--- config.mk ---
export PLATFORM = sky130hd
export DESIGN_NAME = yuv_controller
export DESIGN_NICKNAME = d
export VERILOG_FILES = /design/src/rtl/yuv_pkg.sv /design/src/rtl/yuv_controller.sv
export SDC_FILE = /design/constraint.sdc
export NUM_CORES = 1
export LEC_CHECK = 0
export ABC_AREA = 1
export CORE_ASPECT_RATIO = 0.75
export CORE_MARGIN = 2
export CORE_UTILIZATION = 25
export CTS_CLUSTER_SIZE = 16
export DETAILED_ROUTE_END_ITERATION = 10
export DONT_BUFFER_PORTS = 1
export GPL_TIMING_DRIVEN = 0
export PLACE_DENSITY_LB_ADDON = 0.12
export SYNTH_ARGS = -nofsm -noshare
export SYNTH_HDL_FRONTEND = slang
export SYNTH_SLANG_ARGS = --single-unit
--- constraint.sdc ---
create_clock -name clk -period 3.8 [get_ports clk]
set_clock_uncertainty 0.2 [all_clocks]
set_input_delay 0.57 -clock clk [delete_from_list [all_inputs] [get_ports clk]]
set_output_delay 0.57 -clock clk [all_outputs]
set_load 0.01 [all_outputs]
--- src/rtl/yuv_pkg.sv ---
// Shared definitions for the RGB-to-YUV controller and datapath.
//   yuv_state_e  : 4-bit controller state encoding
//   CTRL_*       : 16-bit control word driven in each state
//   CB_*         : bit positions of the control-word fields
//   ROM_ADDR_*   : coefficient ROM addresses for Y, U and V
//   ctrl_decode  : state -> control word
package yuv_pkg;

  typedef enum logic [3:0] {
    ST_IDLE   = 4'd0,
    ST_LOAD   = 4'd1,
    ST_MUL_Y  = 4'd2,
    ST_ADD1_Y = 4'd3,
    ST_ADD2_Y = 4'd4,
    ST_MUL_U  = 4'd5,
    ST_ADD1_U = 4'd6,
    ST_ADD2_U = 4'd7,
    ST_MUL_V  = 4'd8,
    ST_ADD1_V = 4'd9,
    ST_ADD2_V = 4'd10,
    ST_DONE   = 4'd11
  } yuv_state_e;

  localparam int unsigned CTRL_W = 16;

  // Control-word field positions
  localparam int unsigned CB_LOAD_R  = 15;
  localparam int unsigned CB_LOAD_G  = 14;
  localparam int unsigned CB_LOAD_B  = 13;
  localparam int unsigned CB_LOAD_P1 = 12;
  localparam int unsigned CB_LOAD_P2 = 11;
  localparam int unsigned CB_LOAD_S6 = 10;
  localparam int unsigned CB_LOAD_S7 = 9;
  localparam int unsigned CB_LOAD_S8 = 8;
  localparam int unsigned CB_LOAD_Y  = 7;
  localparam int unsigned CB_LOAD_U  = 6;
  localparam int unsigned CB_LOAD_V  = 5;
  localparam int unsigned CB_ROM_MSB = 4;
  localparam int unsigned CB_ROM_LSB = 3;
  localparam int unsigned CB_S6_SRC  = 2;  // 0: third product, 1: S8+128
  localparam int unsigned CB_S8_SRC  = 1;  // 0: third product, 1: S8+128
  localparam int unsigned CB_FIN_SEL = 0;  // 0: S8, 1: S6

  // Coefficient ROM addresses
  localparam logic [1:0] ROM_ADDR_Y = 2'd0;
  localparam logic [1:0] ROM_ADDR_U = 2'd1;
  localparam logic [1:0] ROM_ADDR_V = 2'd2;

  // Per-state control words. The ROM is registered, so the address for the
  // next component is already presented in the state before its MUL.
  localparam logic [CTRL_W-1:0] CTRL_IDLE   = 16'h0000;
  localparam logic [CTRL_W-1:0] CTRL_LOAD   = 16'hE000;
  localparam logic [CTRL_W-1:0] CTRL_MUL_Y  = 16'h1D00;
  localparam logic [CTRL_W-1:0] CTRL_ADD1_Y = 16'h0200;
  localparam logic [CTRL_W-1:0] CTRL_ADD2_Y = 16'h0089;
  localparam logic [CTRL_W-1:0] CTRL_MUL_U  = 16'h1D08;
  localparam logic [CTRL_W-1:0] CTRL_ADD1_U = 16'h060C;
  localparam logic [CTRL_W-1:0] CTRL_ADD2_U = 16'h0051;
  localparam logic [CTRL_W-1:0] CTRL_MUL_V  = 16'h1D10;
  localparam logic [CTRL_W-1:0] CTRL_ADD1_V = 16'h0614;
  localparam logic [CTRL_W-1:0] CTRL_ADD2_V = 16'h0021;
  localparam logic [CTRL_W-1:0] CTRL_DONE   = 16'h0000;

  function automatic logic [CTRL_W-1:0] ctrl_decode(input yuv_state_e s);
    logic [CTRL_W-1:0] c;
    c = CTRL_IDLE;
    case (s)
      ST_IDLE:   c = CTRL_IDLE;
      ST_LOAD:   c = CTRL_LOAD;
      ST_MUL_Y:  c = CTRL_MUL_Y;
      ST_ADD1_Y: c = CTRL_ADD1_Y;
      ST_ADD2_Y: c = CTRL_ADD2_Y;
      ST_MUL_U:  c = CTRL_MUL_U;
      ST_ADD1_U: c = CTRL_ADD1_U;
      ST_ADD2_U: c = CTRL_ADD2_U;
      ST_MUL_V:  c = CTRL_MUL_V;
      ST_ADD1_V: c = CTRL_ADD1_V;
      ST_ADD2_V: c = CTRL_ADD2_V;
      ST_DONE:   c = CTRL_DONE;
      default:   c = CTRL_IDLE;
    endcase
    return c;
  endfunction

endpackage

--- src/rtl/yuv_controller.sv ---
// Sequencing controller for the RGB-to-YUV datapath. One pixel per accepted
// start; walks a fixed 11-state schedule (LOAD, then multiply/add/final-add
// for each of Y, U, V, then DONE).
// Ports:
//   clk        system clock, rising edge
//   rst_n      asynchronous active-low reset
//   start      convert the pixel on the datapath inputs (taken when ready)
//   ready      high in IDLE and DONE
//   done       high for the DONE cycle; Y/U/V valid from here on
//   control    16-bit datapath control word (Moore decode of state)
//   pix_count  completed pixels since reset, wraps
module yuv_controller
  import yuv_pkg::*;
#(
  parameter int unsigned CNT_W = 16
) (
  input  logic              clk,
  input  logic              rst_n,
  input  logic              start,
  output logic              ready,
  output logic              done,
  output logic [15:0]       control,
  output logic [CNT_W-1:0]  pix_count
);

  yuv_state_e state_q;
  yuv_state_e state_d;

  always_comb begin
    state_d = state_q;
    case (state_q)
      ST_IDLE:   if (start) state_d = ST_LOAD;
      ST_LOAD:   state_d = ST_MUL_Y;
      ST_MUL_Y:  state_d = ST_ADD1_Y;
      ST_ADD1_Y: state_d = ST_ADD2_Y;
      ST_ADD2_Y: state_d = ST_MUL_U;
      ST_MUL_U:  state_d = ST_ADD1_U;
      ST_ADD1_U: state_d = ST_ADD2_U;
      ST_ADD2_U: state_d = ST_MUL_V;
      ST_MUL_V:  state_d = ST_ADD1_V;
      ST_ADD1_V: state_d = ST_ADD2_V;
      ST_ADD2_V: state_d = ST_DONE;
      ST_DONE:   state_d = start ? ST_LOAD : ST_IDLE;
      default:   state_d = ST_IDLE;
    endcase
  end

  always_ff @(posedge clk or negedge rst_n) begin
    if (!rst_n) begin
      state_q <= ST_IDLE;
    end else begin
      state_q <= state_d;
    end
  end

  // Counts on the edge leaving ADD2_V so the new value is visible with done.
  always_ff @(posedge clk or negedge rst_n) begin
    if (!rst_n) begin
      pix_count <= '0;
    end else if (state_q == ST_ADD2_V) begin
      pix_count <= pix_count + CNT_W'(1);
    end
  end

  // Pure decode of the state register: async reset forces IDLE and hence a
  // zero control word without waiting for a clock edge.
  assign control = ctrl_decode(state_q);
  assign ready   = (state_q == ST_IDLE) || (state_q == ST_DONE);
  assign done    = (state_q == ST_DONE);

endmodule

==> impl_metrics.ini, run 1 <==
[outcome]
outcome = complete, no violations

[die]
initial_utilization_pct = 25.6
row_count = 22
die_x_um = 85.2
die_h_um = 64.9
dieArea_um2 = 5520
design.portCount = 37
core_um2 = 4820

[drt]
wl_per_cell_um = 11.4
vias = 999
drt-vias-per-instance = 4.44
drc = 0
antenna_left = 0
drt-total-wl_mm = 2.57
first_iter_violations = 38
first_pass_iters = 5

[sta]
worstMarginPinSlew_ns = 0.926
rsz0062_at_grt = false
period_share_pct = 64.9
finalCriticalPeriod_ns = 2.47
max_freq_ghz = 0.405
slew_viol_final = 0
setup_violations = 0
slew_headroom_pct = 38.1
fin_setup_tns_ns = 0
hold_viol_final = 0

[power]
p_leak_nw = 0.741
vdd_drop_max_v = 0.000262
p_clk_share_pct = 19.4
switching_share_pct = 42.6
p_int_mw = 0.461
power.density_nw_per_um2 = 584
p_total_mw = 0.803
p_seq_share_pct = 36.0
p_switching_mw = 0.342
combPwrFrac_pct = 44.6

[clock_tree]
path_clk_slew_ns = 0.07
clockBufferDepth = 2
numCtsBuffers = 3
cts_setup_buffers = 0
cts_resized = 0
htree_levels = 1
clkSinkCount = 20
clock_latency_ns = 0.25
tritoncts = done
cts_root_buffer = clkbuf_8

[synthesis]
synth-compound-area-share_pct = 4.96
synth_area_leaders = dfrtp_1 41%, nand2_1 13%, inv_1 7.9%
yosys_warnings = 0
synth_area_um2 = 1230
syn-instance-count = 160
netlist.area_leader.share_pct = 40.5
yosys.area_share.simple_pct = 28.4
synth-xor-area-share_pct = 7.80
syn-num-nets = 170
ys_seq_area_share_pct = 40.5
synth_top_family_by_area = simple AND/OR/NAND/NOR gates
avgSynthCellArea_um2 = 7.72
yosysTopAreaCell = dfrtp_1
yosysUniqueCellTypes = 18
ys_ff_latch = 20
synth_mux_area_share_pct = 0
yosys.area_share.adder_pct = 7.09

[worst_setup_path]
rr_worst_depth = 6
crit_required_ns = 3.03
worst-path-buf-inv = 3
critPathMaxStageDelay_ns = 0.43
path_cells = inv_1 > ha_1 > inv_1 > nor3_1 > buf_4
cpMaxStageDelayCell = dfrtp_1
setup.worst_path.start_class = flop
path_class = reg2out
cp_top_family = flip-flops
cp_max_fo = 5
end_kind = primary output
path_common_cell = inv_1
crit_cells = 5
critical_path_arrival_ns = 1.70

[final_layout]
fill_cells = 518
num_antenna_cells = 0
drive_above_1_share_pct = 7.27
final_net_count = 176
area_growth_pct = 11.3

[grt]
grt_max_degree = 21
antenna_found_initial = 0
grt_usage_pct = 9.89
grt_pass1_vias = 989
grt_pass1_wl_mm = 4.46
overflow = 0

[placement]
hpwl_mm = 2.09
port_buffers = 0
gp_congestion = 0.862

[worst_hold_path]
hold_class = in2reg
min_path_cells = 3

[run]
maxCapViolations = 0
==> sequential cells by signal, summed over array words and instances, names as in the netlist <==
register / flops
pix_count: 16
state_q: 4
==> cell usage in the layout (no fill, tap or decap), types with 2 or more instances in the layout <==
cell type / n
dfrtp_1: 20
xor2_1: 6
nand4_1: 5
nor2_1: 17
a21oi_1: 2
ha_1: 7
nand3_1: 7
nand2_1: 44
inv_1: 26
buf_4: 5
nor2_4: 2
o21ai_0: 6
xnor2_1: 5
clkbuf_8: 4
nor3_1: 3
o211ai_1: 2
==> layout make-up <==
cell class / instances / area [um2] / share of cell area, %
well taps: 60 / 75.1 / 5.46
repair buffers: 1 / 10.0 / 0.728
multi-input cells: 109 / 599 / 43.6
plain buffers: 5 / 37.5 / 2.73
flip-flops and latches: 20 / 500 / 36.4
inverters: 26 / 97.6 / 7.10
clock buffers: 4 / 55.1 / 4.00
==> cell usage after synthesis <==
master,instances
nand2_1,44
inv_1,26
dfrtp_1,20
nor2_1,17
ha_1,7
nand3_1,7
o21ai_0,6
xor2_1,6
buf_4,5
nand4_1,5
xnor2_1,5
nor3_1,3
a21oi_1,2
nor2_4,2
o211ai_1,2
a31oi_1,1
conb_1,1
nand3_4,1
==> cell families (layout without fill, tap and decap cells) <==
logic type                 count (synthesis)  count (layout)
buffers and inverters                     31              36
and+or+nand+nor                           79              79
DFF                                       20              20
xor gates and xnor gates                  11              11
adders and majority gates                  7               7
other                                      1               1
AOI/OAI and AO/OA                         11              11
==> worst register-to-register path, delay by kind of cell, from the launching register on <==
kind | cells | cell delay, ns
XOR/XNOR | 1 | 0.13
adder cells (fa/ha/maj) | 1 | 0.26
buffers and inverters | 1 | 0.13
flip-flops | 1 | 0.43
AND/OR/NAND/NOR | 3 | 0.61
==> metrics by stage <==
step                      util (%)  setup WS (ns)  cell area (um2)  std cells  hold slack [ns]
after floorplan                  -           1.73             1230        160           0.0744
after global placement        27.2           1.57             1310        220           0.0749
after detailed placement      27.2           1.58             1310        220           0.0750
after CTS                     28.5           1.28             1380        225            0.307
after global routing          28.5           1.18             1380        225            0.330
final                         28.5           1.33             1380        225            0.315
==> final timing paths <==
| kind | start | endpoint | slack, ns |
|---|---|---|---|
| max in group asynchronous | rst_n | pix_count[13] | 2.13 |
| worst min-delay path | start | state_q[0] | 0.31 |
| worst max-delay path | state_q[1] | control[14] | 1.33 |
| worst min register to register | pix_count[2] | pix_count[2] | 0.38 |
| worst max register to register | state_q[0] | pix_count[10] | 1.93 |
| min in group asynchronous | rst_n | state_q[2] | 0.70 |
==> what timing repair did <==
item                                    CTS  global route
endpoints found under the setup margin    0             0
endpoints found under the hold margin    20             0
hold buffers                              1             0
==> power groups by stage <==
stage               sequential, mW  combinational, mW  clock (mW)
global placement             0.293              0.358           0
CTS                          0.290              0.365       0.165
finish                       0.289              0.358       0.156
floorplan                    0.286              0.299           0
global route                 0.296              0.412       0.171
detailed placement           0.294              0.359           0
==> per-layer routing <==
| metal | routed length (um) | GRT usage (%) | part of all wire (%) | vias up |
|---|---|---|---|---|
| li1 | - | - | - | 505 |
| met1 | 1250 | 13.0 | 48 | 465 |
| met2 | 1160 | 16.1 | 45 | 27 |
| met3 | 145 | 3.44 | 5.6 | 2 |
| met4 | 16 | 1.39 | 0.62 | 0 |
| met5 | 0 | 0 | 0 | - |
Note: power is estimated with default switching activity, not from simulation.
==> inputs of run 2 (changes only) <==
Clock period 3.8 ns to 2.22 ns, I/O delays scaled along.
==> impl_metrics.ini, run 2 (synthesis gave the netlist of run 1 again) <==
[outcome]
outcome = complete, no violations

[sta]
period_share_pct = 95.3
max_freq_ghz = 0.473
hold_viol_final = 0
worstMarginPinSlew_ns = 0.915
fin_setup_tns_ns = 0
setup_slack_ns = 0.105
slew_viol_final = 0
rsz0062_at_grt = false
setup_violations = 0
slew_headroom_pct = 38.8
finalCriticalPeriod_ns = 2.12

[clock_tree]
cts_root_buffer = clkbuf_8
htree_levels = 1
tritoncts = done
path_clk_slew_ns = 0.07
clkSinkCount = 20
clock_latency_ns = 0.25
clockBufferDepth = 2
numCtsBuffers = 3

[drt]
vias = 1017
antenna_left = 0
wl_per_cell_um = 11.5
drt-total-wl_mm = 2.61
drc = 0
first_pass_iters = 5
first_iter_violations = 33
drt-vias-per-instance = 4.48

[power]
p_int_mw = 0.826
vdd_drop_max_v = 0.000448
p_leak_nw = 0.749
p_clk_share_pct = 18.6
p_seq_share_pct = 35.3
p_switching_mw = 0.611
p_total_mw = 1.44
power.density_nw_per_um2 = 1020
combPwrFrac_pct = 46.1
switching_share_pct = 42.5

[worst_setup_path]
critical_path_arrival_ns = 1.58
setup.worst_path.start_class = flop
path_class = reg2out
end_kind = primary output
crit_required_ns = 1.69
cp_max_fo = 5

[placement]
dpl_worst_slack_ns = 0.234
hpwl_mm = 2.09
gp_congestion = 0.862
port_buffers = 0
dp_cells = 220

[final_layout]
area_growth_pct = 14.3
final_net_count = 178
final_util_pct = 29.3
layout_commonest_cell = nand2_1
final_cell_mix = 44 x nand2_1, 22 x inv_1, 19 x dfrtp_1
num_antenna_cells = 0
reg_top3 = pix_count: 16 flops, state_q: 4 flops
largest_reg_flops = 16
fill_cells = 518
drive_above_1_share_pct = 13.2
final_cells = 227
top_register = pix_count

[grt]
antenna_found_initial = 0
grt_pass1_vias = 989
grt_max_degree = 21
overflow = 0
grt_pass1_wl_mm = 4.48
grt_usage_pct = 9.92

[die]
row_count = 22
core_um2 = 4820
die_h_um = 64.9
initial_utilization_pct = 25.6
dieArea_um2 = 5520
design.portCount = 37
die_x_um = 85.2

[worst_hold_path]
hold_class = in2reg

[run]
maxCapViolations = 0
==> run 2: power by group through the flow <==
stage / clock network [mW] / registers [mW] / logic [mW]
3_3_place_gp: 0 / 0.502 / 0.613
4_1_cts: 0.282 / 0.498 / 0.628
3_5_place_dp: 0 / 0.503 / 0.614
6_report: 0.267 / 0.507 / 0.662
2_1_floorplan: 0 / 0.489 / 0.512
5_1_grt: 0.295 / 0.519 / 0.759
==> run 2: layout make-up <==
type / instances / area, um2 / area share, %
sequential: 20 / 502 / 35.5
buffer: 5 / 37.5 / 2.66
multi-input combinational: 109 / 619 / 43.9
timing repair buffer: 3 / 25.0 / 1.77
inverter: 26 / 97.6 / 6.91
tap: 60 / 75.1 / 5.32
clock buffer: 4 / 55.1 / 3.90
==> run 2: per-stage QoR <==
step / instance area [um2] / hold WS (ns)
2_1_floorplan: 1230 / -0.163
6_report: 1410 / 0.0760
4_1_cts: 1380 / 0.0699
3_5_place_dp: 1310 / -0.162
5_1_grt: 1410 / 0.0881
3_3_place_gp: 1310 / -0.162
==> run 2: layer usage <==
| layer | vias to the layer above | GRT usage, % | wire length (um) |
|---|---|---|---|
| li1 | 506 | - | - |
| met1 | 487 | 13.1 | 1260 |
| met2 | 22 | 16.1 | 1200 |
| met3 | 2 | 3.44 | 131 |
| met4 | 0 | 1.39 | 16 |
| met5 | - | 0 | 0 |
==> run 2: what timing repair did <==
action	CTS	global route
hold buffers	1	0
hold endpoints to repair	20	0
setup endpoints to repair	2	2
pin swaps	0	1
resized for setup	1	8
setup buffers	0	2
==> run 2: worst paths after layout <==
check                             startpoint             to  slack, ns  cells past startpoint
worst min-delay path                   start     state_q[0]       0.08                      3
worst max-delay path              state_q[1]    control[11]       0.10                      5
worst min register to register  pix_count[2]   pix_count[2]       0.38                      1
max in group asynchronous              rst_n     state_q[0]       0.75                      1
min in group asynchronous              rst_n     state_q[3]       0.46                      1
worst max register to register    state_q[0]  pix_count[10]       0.37                      6
==> run 2: worst max-delay path, cell delays in order, from the launching register on <==
cell and delay, ns:
dfrtp_1 0.43, buf_4 0.15, ha_1 0.21, nand2_1 0.13, o211ai_1 0.20, buf_4 0.20
==> inputs of run 3 (changes only) <==
Settings changed: CORE_MARGIN 2 to 1.
==> impl_metrics.ini, run 3 (synthesis gave the netlist of run 1 again) <==
[clock_tree]
clkSinkCount = 20
numCtsBuffers = 3
tritoncts = done
htree_levels = 1
clock_latency_ns = 0.26
path_clk_slew_ns = 0.07
cts_root_buffer = clkbuf_8
clockBufferDepth = 2

[placement]
hpwl_mm = 2.13
gp_congestion = 0.867
dpl_worst_slack_ns = 0.211
port_buffers = 0

[drt]
drt-total-wl_mm = 2.72
first_pass_iters = 4
met2_wirelength_mm = 1.23
first_iter_violations = 46
wl_met1_mm = 1.37
wl_met3_um = 88
drt-vias-per-instance = 4.52
highest_layer = met4
wl_per_cell_um = 12.1
antenna_left = 0
vias = 1012
drc = 0

[sta]
worstMarginPinSlew_ns = 0.945
hold_viol_final = 0
slew_headroom_pct = 36.8
rsz0062_at_grt = false
max_freq_ghz = 0.472
slew_viol_final = 0
setup_violations = 0
setup_slack_ns = 0.103
period_share_pct = 95.4
fin_setup_tns_ns = 0
finalCriticalPeriod_ns = 2.12

[worst_hold_path]
hold_class = in2reg
min_path_cells = 3

[worst_setup_path]
crit_end = control[11]
crit_required_ns = 1.69
path_class = reg2out
cp_max_fo = 4
crit_path_start = state_q[1]
rr_worst_depth = 6
critPathMaxStageDelay_ns = 0.44
reg2reg_from = state_q[0]
cpMaxStageDelayCell = dfrtp_2
timing.rr.end = pix_count[10]
end_kind = primary output
cp_top_family = flip-flops
path_common_cell = buf_4
r2r_slack_ns = 0.36
critical_path_arrival_ns = 1.58
worst-path-buf-inv = 2
setup.worst_path.start_class = flop
path_cells = buf_4 > ha_1 > nand2_1 > o211ai_1 > buf_4
crit_cells = 5

[power]
p_int_mw = 0.819
p_leak_nw = 0.751
combPwrFrac_pct = 45.8
switching_share_pct = 43.1
p_switching_mw = 0.620
power.density_nw_per_um2 = 1030
p_clk_share_pct = 19.2
vdd_drop_max_v = 0.000310
p_seq_share_pct = 35.0

[die]
design.portCount = 37
die_h_um = 62.9
initial_utilization_pct = 26.9
row_count = 21
dieArea_um2 = 5230
core_um2 = 4600
die_x_um = 83.2

[final_layout]
fill_cells = 475
reg_top3 = pix_count: 16 flops, state_q: 4 flops
final_net_count = 178
final_util_pct = 30.4
layout_commonest_cell = nand2_1
num_antenna_cells = 0
top_register = pix_count
final_cell_mix = 44 x nand2_1, 24 x inv_1, 19 x dfrtp_1
largest_reg_flops = 16
area_growth_pct = 13.4
drive_above_1_share_pct = 12.0

[run]
maxCapViolations = 0

[grt]
overflow = 0
grt_max_degree = 21
grt_pass1_vias = 944
grt_pass1_wl_mm = 4.57
antenna_found_initial = 0
grt_usage_pct = 10.9

[outcome]
outcome = complete, no violations
==> run 3: cell counts in the layout (fill, tap and decap cells not counted) <==
Identical to the previous run, type by type.
==> run 3: power by group through the flow <==
stage               Combinational (mW)  Sequential, mW  Clock [mW]
floorplan                        0.512           0.489           0
global placement                 0.612           0.501           0
detailed placement               0.613           0.507           0
CTS                              0.627           0.503       0.293
global route                     0.742           0.512       0.310
finish                           0.659           0.503       0.277
==> run 3: final cells by class <==
class	count	area [um2]	area share (%)
sequential	20	502	35.8
tap	57	71.3	5.09
inverter	26	100	7.15
buffer	5	37.5	2.68
multi-input combinational	109	609	43.5
clock buffer	4	55.1	3.93
timing repair buffer	3	25.0	1.79
==> run 3: worst min path at each step <==
| stage | endpoint | slack (ns) | startpoint |
|---|---|---|---|
| 5_1_grt | state_q[0] | 0.06 | start |
| 3_3_place_gp | pix_count[0] | -0.16 | rst_n |
| 6_report | state_q[0] | 0.07 | start |
| 2_1_floorplan | pix_count[0] | -0.16 | rst_n |
| 4_1_cts | state_q[0] | 0.06 | start |
| 3_5_place_dp | pix_count[1] | -0.16 | rst_n |
==> run 3: timing repair <==
action | in CTS | in global routing
setup buffers | 0 | 2
resized for setup | 2 | 5
endpoints found under the setup margin | 4 | 2
pin swaps | 1 | 1
hold buffers | 1 | 0
endpoints found under the hold margin | 20 | 0
==> run 3: per-stage QoR <==
stage	hold slack (ns)	instance area [um2]	instances	power, mW
3_5_place_dp	-0.162	1310	217	1.12
6_report	0.0691	1400	224	1.44
4_1_cts	0.0588	1380	222	1.42
2_1_floorplan	-0.163	1230	160	1.00
3_3_place_gp	-0.162	1310	217	1.11
5_1_grt	0.0634	1400	224	1.56
==> run 3: metal layers <==
layer	vias up	GRT usage [%]
met2	20	16.3
li1	504	-
met5	-	0
met1	484	15.0
met4	0	3.02
met3	4	3.43
==> run 3: worst min-delay path: stages <==
cell     delay, ns
nor2_1        0.05
nand2_1       0.06
nand2_1       0.05
